File: src/rtl/overture_ctrl_pkg.sv
// Shared types for the overture execution controller: command opcodes,
// controller states and halt causes.
package overture_ctrl_pkg;

  typedef enum logic [2:0] {
    OP_NOP    = 3'd0,
    OP_RESET  = 3'd1,
    OP_RUN    = 3'd2,
    OP_STEP   = 3'd3,
    OP_RUN_N  = 3'd4,
    OP_STOP   = 3'd5,
    OP_SET_BP = 3'd6
  } cmd_op_t;

  typedef enum logic [1:0] {
    ST_CPU_RST = 2'd0,
    ST_HALTED  = 2'd1,
    ST_RUNNING = 2'd2
  } ctrl_state_t;

  typedef enum logic [1:0] {
    CAUSE_NONE = 2'd0,
    CAUSE_STOP = 2'd1,
    CAUSE_BP   = 2'd2,
    CAUSE_DONE = 2'd3
  } halt_cause_t;

  localparam int BP_ADDR_W  = 8;
  localparam int BP_EN_BIT  = 8;

endpackage

File: src/rtl/overture_out_monitor.sv
// Change detector on the CPU output port: one-cycle pulse carrying the new
// value whenever the port differs from its previous sample.
module overture_out_monitor (
  input  logic       clk,
  input  logic       reset,
  input  logic [7:0] out_port,
  output logic       out_valid,
  output logic [7:0] out_data
);

  logic [7:0] prev_sample;
  logic       changed;

  assign changed = (out_port != prev_sample);

  always_ff @(posedge clk) begin
    if (reset) begin
      prev_sample <= 8'd0;
      out_valid   <= 1'b0;
      out_data    <= 8'd0;
    end else begin
      prev_sample <= out_port;
      out_valid   <= changed;
      if (changed) begin
        out_data <= out_port;
      end
    end
  end

endmodule

File: src/rtl/overture_run_ctrl.sv
// Execution controller for overture_cpu: sequences cpu_reset/cpu_run from a
// command interface with free-run, step, run-for-N, stop and one PC breakpoint.
module overture_run_ctrl
  import overture_ctrl_pkg::*;
#(
  parameter int CYCLE_W      = 16,
  parameter int RESET_CYCLES = 2
) (
  input  logic               clk,
  input  logic               reset,
  input  logic               cmd_valid,
  output logic               cmd_ready,
  input  logic [2:0]         cmd_op,
  input  logic [CYCLE_W-1:0] cmd_arg,
  input  logic [7:0]         pc,
  input  logic [7:0]         out_port,
  output logic               cpu_reset,
  output logic               cpu_run,
  output logic [1:0]         state,
  output logic [1:0]         halt_cause,
  output logic [CYCLE_W-1:0] cycle_count,
  output logic               out_valid,
  output logic [7:0]         out_data
);

  localparam int RC_W = (RESET_CYCLES < 2) ? 1 : $clog2(RESET_CYCLES + 1);
  localparam logic [RC_W-1:0] RC_INIT = RC_W'(RESET_CYCLES);

  ctrl_state_t            state_q, state_d;
  halt_cause_t            cause_q, cause_d;
  logic [RC_W-1:0]        rst_cnt_q, rst_cnt_d;
  logic [CYCLE_W-1:0]     remaining_q, remaining_d;
  logic                   unbounded_q, unbounded_d;
  logic                   first_q, first_d;
  logic                   bp_en_q, bp_en_d;
  logic [BP_ADDR_W-1:0]   bp_addr_q, bp_addr_d;
  logic [CYCLE_W-1:0]     cycle_q, cycle_d;

  cmd_op_t op;
  logic    accept;
  logic    bp_hit;
  logic    run_now;

  // first_q masks the breakpoint for one cycle so a resumed run executes it
  assign op      = cmd_op_t'(cmd_op);
  assign accept  = cmd_valid && cmd_ready;
  assign bp_hit  = bp_en_q && (pc == bp_addr_q) && !first_q;
  assign run_now = (state_q == ST_RUNNING) && !bp_hit && !reset;

  always_comb begin
    state_d     = state_q;
    cause_d     = cause_q;
    rst_cnt_d   = rst_cnt_q;
    remaining_d = remaining_q;
    unbounded_d = unbounded_q;
    first_d     = first_q;
    bp_en_d     = bp_en_q;
    bp_addr_d   = bp_addr_q;
    cycle_d     = run_now ? cycle_q + CYCLE_W'(1) : cycle_q;

    if (accept && op == OP_SET_BP) begin
      bp_addr_d = cmd_arg[BP_ADDR_W-1:0];
      bp_en_d   = cmd_arg[BP_EN_BIT];
    end

    case (state_q)
      ST_CPU_RST: begin
        rst_cnt_d = rst_cnt_q - RC_W'(1);
        if (rst_cnt_q <= RC_W'(1)) begin
          state_d = ST_HALTED;
        end
      end

      ST_HALTED: begin
        if (accept) begin
          case (op)
            OP_RESET: begin
              state_d   = ST_CPU_RST;
              rst_cnt_d = RC_INIT;
              cycle_d   = '0;
              cause_d   = CAUSE_NONE;
            end
            OP_RUN: begin
              state_d     = ST_RUNNING;
              unbounded_d = 1'b1;
              first_d     = 1'b1;
            end
            OP_STEP: begin
              state_d     = ST_RUNNING;
              unbounded_d = 1'b0;
              remaining_d = CYCLE_W'(1);
              first_d     = 1'b1;
            end
            OP_RUN_N: begin
              if (cmd_arg == '0) begin
                cause_d = CAUSE_DONE;
              end else begin
                state_d     = ST_RUNNING;
                unbounded_d = 1'b0;
                remaining_d = cmd_arg;
                first_d     = 1'b1;
              end
            end
            OP_STOP: cause_d = CAUSE_STOP;
            default: ;
          endcase
        end
      end

      ST_RUNNING: begin
        first_d = 1'b0;
        // RESET, then STOP, then breakpoint, then bounded-count exhaustion
        if (accept && op == OP_RESET) begin
          state_d   = ST_CPU_RST;
          rst_cnt_d = RC_INIT;
          cycle_d   = '0;
          cause_d   = CAUSE_NONE;
        end else if (accept && op == OP_STOP) begin
          state_d = ST_HALTED;
          cause_d = CAUSE_STOP;
        end else if (bp_hit) begin
          state_d = ST_HALTED;
          cause_d = CAUSE_BP;
        end else if (!unbounded_q) begin
          remaining_d = remaining_q - CYCLE_W'(1);
          if (remaining_q <= CYCLE_W'(1)) begin
            state_d = ST_HALTED;
            cause_d = CAUSE_DONE;
          end
        end
      end

      default: begin
        state_d   = ST_CPU_RST;
        rst_cnt_d = RC_INIT;
      end
    endcase
  end

  always_ff @(posedge clk) begin
    if (reset) begin
      state_q     <= ST_CPU_RST;
      cause_q     <= CAUSE_NONE;
      rst_cnt_q   <= RC_INIT;
      remaining_q <= '0;
      unbounded_q <= 1'b0;
      first_q     <= 1'b0;
      bp_en_q     <= 1'b0;
      bp_addr_q   <= '0;
      cycle_q     <= '0;
    end else begin
      state_q     <= state_d;
      cause_q     <= cause_d;
      rst_cnt_q   <= rst_cnt_d;
      remaining_q <= remaining_d;
      unbounded_q <= unbounded_d;
      first_q     <= first_d;
      bp_en_q     <= bp_en_d;
      bp_addr_q   <= bp_addr_d;
      cycle_q     <= cycle_d;
    end
  end

  assign cmd_ready   = (state_q != ST_CPU_RST);
  assign cpu_reset   = reset || (state_q == ST_CPU_RST);
  assign cpu_run     = run_now;
  assign state       = state_q;
  assign halt_cause  = cause_q;
  assign cycle_count = cycle_q;

  overture_out_monitor u_out_monitor (
    .clk       (clk),
    .reset     (reset),
    .out_port  (out_port),
    .out_valid (out_valid),
    .out_data  (out_data)
  );

endmodule

File: config.mk
export PLATFORM = sky130hd
export DESIGN_NAME = overture_run_ctrl
export DESIGN_NICKNAME = d
export VERILOG_FILES = /design/src/rtl/overture_ctrl_pkg.sv /design/src/rtl/overture_out_monitor.sv /design/src/rtl/overture_run_ctrl.sv
export SDC_FILE = /design/constraint.sdc
export NUM_CORES = 1
export LEC_CHECK = 0
export ABC_AREA = 1
export ABC_CLOCK_PERIOD_IN_PS = 1700
export CAP_MARGIN = 10
export CORE_MARGIN = 4
export CORE_UTILIZATION = 50
export CTS_BUF_LIST = sky130_fd_sc_hd__clkbuf_8
export DETAILED_ROUTE_END_ITERATION = 6
export HOLD_SLACK_MARGIN = 0.02
export PLACE_DENSITY = 0.86
export SYNTH_ARGS = -nofsm -noshare
export SYNTH_HDL_FRONTEND = slang
export SYNTH_SLANG_ARGS = --single-unit
File: constraint.sdc
create_clock -name clk -period 1.7 [get_ports clk]
set_input_delay 0.34 -clock clk [delete_from_list [all_inputs] [get_ports clk]]
set_output_delay 0.34 -clock clk [all_outputs]
set_load 0.05 [all_outputs]
# Word-level counts from Yosys, hierarchy flattened
# Index checks and enable logic that the tools add are counted.
[op_classes]
reduce_logical = 24
magnitude_cmp = 2
eq_ne = 27
n_mux = 42
n_addsub = 3
[op_table]
columns = ["operator", "n"]
rows = [
  ["$mux 16", 10],
  ["$pmux 16 s2", 3],
  ["$mux 2", 18],
  ["$pmux 2 s3", 4],
  ["$add 16x1->16 const B", 1],
  ["$le 16x1->1 const B", 1],
  ["$logic_not 16->1", 1],
  ["$ne 2x2->1 const B", 8],
  ["$sub 16x1->16 const B", 1],
  ["$reduce_and 6->1", 2],
  ["$eq 3x3->1 const B", 3],
  ["$ne 3x3->1 const B", 3],
  ["$eq 8x8->1", 1],
  ["$logic_and 1x1->1", 8],
  ["$ne 4x4->1 const B", 2],
  ["$ne 8x8->1", 1],
  ["$reduce_and 4->1", 2],
  ["$reduce_and 8->1", 1],
  ["$eq 3x2->1 const B", 2],
  ["$ne 5x2->1 const B", 1],
  ["$ne 5x3->1 const B", 1],
  ["$pmux 1 s2", 2],
  ["$pmux 2 s2", 1],
  ["$reduce_bool 2->1", 2],
  ["other kinds (15)", 19],
]
[word_totals]
input_bits = 38
out_inout_bits = 32
elab_cells = 110
register_bits = 66

# Logic depth before layout (Yosys ltp)
[logic_depth]
depth_word = 10
depth_mapped = 14
depth_no_buf = 13

# By module
# Synthesis repeated with hierarchy kept, for this count alone.
[hier_totals]
cells_unflattened = 646
hier_area_um2 = 4008.8
[modules_own_cells]
columns = ["mod", "seq_area_each_um2", "area_per_inst_um2", "cells_per_inst", "n_inst"]
rows = [
  ["overture_run_ctrl", 980.9, 3195.6, 520, 1],
  ["overture_out_monitor", 340.3, 813.3, 126, 1],
]

# Least setup slack after synthesis
# OpenSTA, ideal clock, no wires.
[synth_path]
path_type = "reg2reg"
start = "reg state_q[0] (netlist: state[0])"
end = "reg remaining_q[12]"
setup_ns = 0.113
synth_period_minus_slack_ns = 2.388
n_path_buf = 1
required_ns = 1.587
path_stages_with_launch = 14
t_arrival_ns = 2.275
path_slack_ns = -0.688
path_cell_list = "dfxtp_1 -> inv_1 -> ha_1 -> inv_2 -> nand2_1 -> inv_1 -> nor2_1 -> inv_1 -> nand2_2 -> nor2_8 -> nand2_4 -> buf_6 -> nor2_1 -> nor2_1"
[synth_via]
elab_chain_len = 5
word_cells_on_any_way = 16
classes_between = "eq/ne (9); mux (1); reduce/logical (6)"
[synth_lines]
columns = ["item", "line_no", "text"]
rows = [
  ["from (decl)", "overture_run_ctrl.sv:29", "ctrl_state_t state_q, state_d;"],
  ["from (signal assigned)", "overture_run_ctrl.sv:152", "state_q <= state_d;"],
  ["$reduce_bool 2->1 (*)", "overture_run_ctrl.sv:164", "assign cmd_ready = (state_q != ST_CPU_RST);"],
  ["via cmd_ready", "overture_run_ctrl.sv:12", "output logic cmd_ready,"],
  ["$logic_and 1x1->1 (*)", "overture_run_ctrl.sv:46", "assign accept = cmd_valid && cmd_ready;"],
  ["$logic_and 1x1->1, on equally long branches", "overture_run_ctrl.sv:118, overture_run_ctrl.sv:113", ""],
  ["$ne 2x2->1 (no source line)", "--", ""],
  ["$reduce_and 8->1 (no source line) (*)", "--", ""],
  ["to (signal assigned)", "overture_run_ctrl.sv:155", "remaining_q <= remaining_d;"],
  ["to (decl)", "overture_run_ctrl.sv:32", "logic [CYCLE_W-1:0] remaining_q, remaining_d;"],
]
# Mark *: on every way through the listed nets, which the timed path passes. The rest lies on a longest branch.
# A chain may end at the register's enable or synchronous reset.

# Worst setup path after layout
[layout_path]
start = "reg bp_addr_q[6]"
end = "out cpu_run"
[layout_via]
elab_chain_len = 6
[layout_lines]
columns = ["item", "line_no", "text"]
rows = [
  ["from (decl)", "overture_run_ctrl.sv:36", "logic [BP_ADDR_W-1:0] bp_addr_q, bp_addr_d;"],
  ["from (signal assigned)", "overture_run_ctrl.sv:159", "bp_addr_q <= bp_addr_d;"],
  ["$eq 8x8->1", "overture_run_ctrl.sv:47", "assign bp_hit = bp_en_q && (pc == bp_addr_q) && !first_q;"],
  ["$logic_and 1x1->1 (2 in a row)", "overture_run_ctrl.sv:47", ""],
  ["$logic_not 1->1", "overture_run_ctrl.sv:48", "assign run_now = (state_q == ST_RUNNING) && !bp_hit && !reset;"],
  ["$logic_and 1x1->1 (2 in a row)", "overture_run_ctrl.sv:48", ""],
  ["to (decl)", "overture_run_ctrl.sv:18", "output logic cpu_run,"],
]
# Every way passes these cells.

==> impl_metrics.json <==
{
  "synth_cells": 627,
  "rr_worst_depth": 11,
  "period_share_pct": 111,
  "layout.cells.non_filler": 891,
  "rows": 32,
  "drt_iter0_drc": 276,
  "synth-seq-cells": 66,
  "yosysWarnings": 0,
  "worst_slew_pin_slew_ns": 0.326,
  "path_class": "flip-flop to primary output",
  "synth-edff-count": 0,
  "failed_checks": "DRC, setup timing",
  "rsz0062_at_grt": "true",
  "grt_pass1_vias": 4578,
  "power.leakage_nw": 2.90,
  "grt_overflow": 0,
  "finClkSkew_ns": 0.0121,
  "ant_nets": 0,
  "dp_cells": 855,
  "cts_tree": "yes",
  "setup_viol": 19,
  "r2r_setup_slack_ns": -0.14,
  "gp_congestion": 0.908,
  "fin_crit_ns": 1.89,
  "initial_utilization_pct": 51.3,
  "ios": 70,
  "cts_sinks": 66,
  "dieArea_um2": 9380,
  "final_cell_mix": "nand2_1, nor2_1, buf_4",
  "tns_ns": -0.795,
  "synth-seq-area-share_pct": 33.5,
  "worstPathRequired_ns": 1.36,
  "area_delta_synth_final_pct": 55.6,
  "syn_area_per_cell_um2": 6.29,
  "antenna_found_initial": 0,
  "drive_gt1_share_pct": 31.3,
  "root_buffer": "clkbuf_8",
  "layout.cells.most_common": "nand2_1",
  "pwr_density_cell_nw_per_um2": 1310,
  "io_buffers": 69,
  "hold_path.class": "flip-flop to flip-flop",
  "drv_cap": 0,
  "worst_slack_ns": -0.189,
  "grt_pass1_wl_um": 20200,
  "core_um2": 7690,
  "finalHoldViolCount": 0,
  "drcViolationCount": 2,
  "htreeDepth": 3,
  "insertion_delay_ns": 0.35,
  "timing.rr.start": "state[0]$_SDFFE_PP0P_",
  "track_usage_pct": 25.3,
  "synthFlopType": "dfxtp_1",
  "max_freq_ghz": 0.530,
  "vias": 4829,
  "grt_start_max_net_pins": 25,
  "r2r-end": "remaining_q[0]$_SDFFE_PP0P_",
  "synth_area_um2": 3950,
  "cp-end-kind": "primary output",
  "irDropWorstVdd_mv": 0.974,
  "avgViaCountPerCell": 5.42,
  "drv_slew": 0,
  "setup.worst_path.start_class": "flip-flop",
  "fin_nets": 830,
  "totalWireLength_um": 13900,
  "cp.arrival_ns": 1.55,
  "ys_types": 37,
  "cts_buffers": 9,
  "cp-endpoint": "cpu_run",
  "path_max_fanout": 3,
  "dr.pass1.iters": 7,
  "synth_async_sr_flop_share_pct": 0,
  "n_antenna_cell": 0,
  "synth_nets": 673,
  "nFillCells": 500,
  "startpoint": "bp_addr_q[6]$_SDFFE_PP0P_",
  "place_hpwl_um": 8580,
  "die_width_um": 96.8,
  "status": "finished with violations",
  "wl_per_cell_um": 15.6,
  "clk_pin_slew_ns": 0.08,
  "clock_path_buffers": 2,
  "max_slew_margin_pct": 78.3,
  "die_h_um": 96.8,
  "cts_hold_buffers": 0
}
## cells in the mapped netlist, types with 2 or more instances
cell type / n / area, um^2
nand4_1: 7 / 43.8
dfxtp_1: 66 / 1320
ha_1: 8 / 100
nor2_1: 130 / 488
nor2_2: 3 / 18.8
a22oi_1: 2 / 15.0
buf_6: 2 / 22.5
xnor2_1: 3 / 26.3
a21oi_1: 33 / 165
nor3_1: 11 / 55.1
o211ai_1: 2 / 15.0
o21bai_1: 2 / 15.0
o21ai_0: 36 / 180
inv_1: 77 / 289
or2_2: 3 / 18.8
nand2_4: 2 / 22.5
clkinv_1: 2 / 7.51
buf_2: 5 / 25.0
nand3b_1: 6 / 45.0
nand3_1: 31 / 155
nand2_2: 3 / 18.8
nand2_1: 157 / 589
nor4_1: 2 / 12.5
clkbuf_1: 3 / 11.3
xor2_1: 18 / 158
inv_2: 2 / 7.51
## worst max-delay path, stage by stage, from the launching register on
cell and delay [ns]:
dfxtp_2 0.34, inv_2 0.04, nand2_2 0.07, nand2_2 0.07
nor3_2 0.18, nand3_2 0.16, nand2_4 0.11, nor2_4 0.05
buf_12 0.16
## worst min path at each step
stage	cells past startpoint	end	start
6_report	2	bp_addr_q[6]$_SDFFE_PP0P_	bp_addr_q[6]$_SDFFE_PP0P_
5_1_grt	2	bp_addr_q[3]$_SDFFE_PP0P_	bp_addr_q[3]$_SDFFE_PP0P_
4_1_cts	2	bp_addr_q[3]$_SDFFE_PP0P_	bp_addr_q[3]$_SDFFE_PP0P_
3_5_place_dp	1	rst_cnt_q[0]$_SDFFE_PP0P_	rst_cnt_q[0]$_SDFFE_PP0P_
3_3_place_gp	1	rst_cnt_q[0]$_SDFFE_PP0P_	rst_cnt_q[0]$_SDFFE_PP0P_
2_1_floorplan	1	state[1]$_SDFFE_PP0P_	reset
## cell type report
| cell class | count | area (um^2) | area share [%] |
|---|---|---|---|
| Clock buffer | 10 | 138 | 2.24 |
| Clock inverter | 6 | 88.8 | 1.45 |
| Inverter | 81 | 334 | 5.44 |
| Multi-Input combinational cell | 469 | 2630 | 42.9 |
| Sequential cell | 66 | 1350 | 21.9 |
| Tap cell | 102 | 128 | 2.08 |
| Timing Repair Buffer | 156 | 1470 | 23.9 |
| Timing Repair inverter | 1 | 5.00 | 0.0815 |
## power breakdown
group	internal [mW]	switching (mW)
combinational	1.83	2.59
clock	0.869	0.679
sequential	1.80	0.241
## state kept, by name, indices dropped and copies added (netlist names)
register,flops
first_q,1
u_out_monitor.prev_sample,8
cycle_count,16
rst_cnt_q,2
bp_addr_q,8
unbounded_q,1
u_out_monitor.out_valid,1
remaining_q,16
bp_en_q,1
u_out_monitor.out_data,8
state,2
halt_cause,2
## logic make-up (layout without fill, tap and decap cells)
logic type | count (synthesis) | in the layout | synth area share [%]
adders and majority gates | 8 | 8 | 2.54
AOI/OAI and AO/OA | 79 | 79 | 11.0
and+or+nand+nor | 360 | 361 | 38.9
DFF | 66 | 66 | 33.5
xor gates and xnor gates | 21 | 21 | 4.66
buffers and inverters | 93 | 254 | 9.48
## layer usage
layer | wire length [um] | global-route usage (%) | vias up
li1 | - | - | 2286
met4 | 498 | 8.86 | 0
met5 | 0 | 0 | -
met2 | 7250 | 44.9 | 260
met3 | 1080 | 6.06 | 59
met1 | 5090 | 29.7 | 2224
## through the flow
step | hold slack (ns) | power [mW] | worst slack [ns] | cell area, um^2 | util [%]
floorplan | 0.399 | 4.37 | -0.0268 | 4010 | -
global placement | 0.447 | 5.26 | -0.452 | 5280 | 68.7
detailed placement | 0.471 | 5.41 | -0.441 | 5280 | 68.7
CTS | 0.463 | 7.13 | -0.167 | 5640 | 73.4
global route | 0.495 | 8.47 | -0.255 | 6140 | 79.8
finish | 0.479 | 8.01 | -0.189 | 6140 | 79.8
## repair_timing
action,CTS,global route
setup endpoints to repair,22,47
cloned,0,3
endpoints found under the hold margin,0,0
setup buffers,9,8
resized for setup,34,99
pin swaps,13,36
Note: power is estimated with default switching activity, not from simulation.
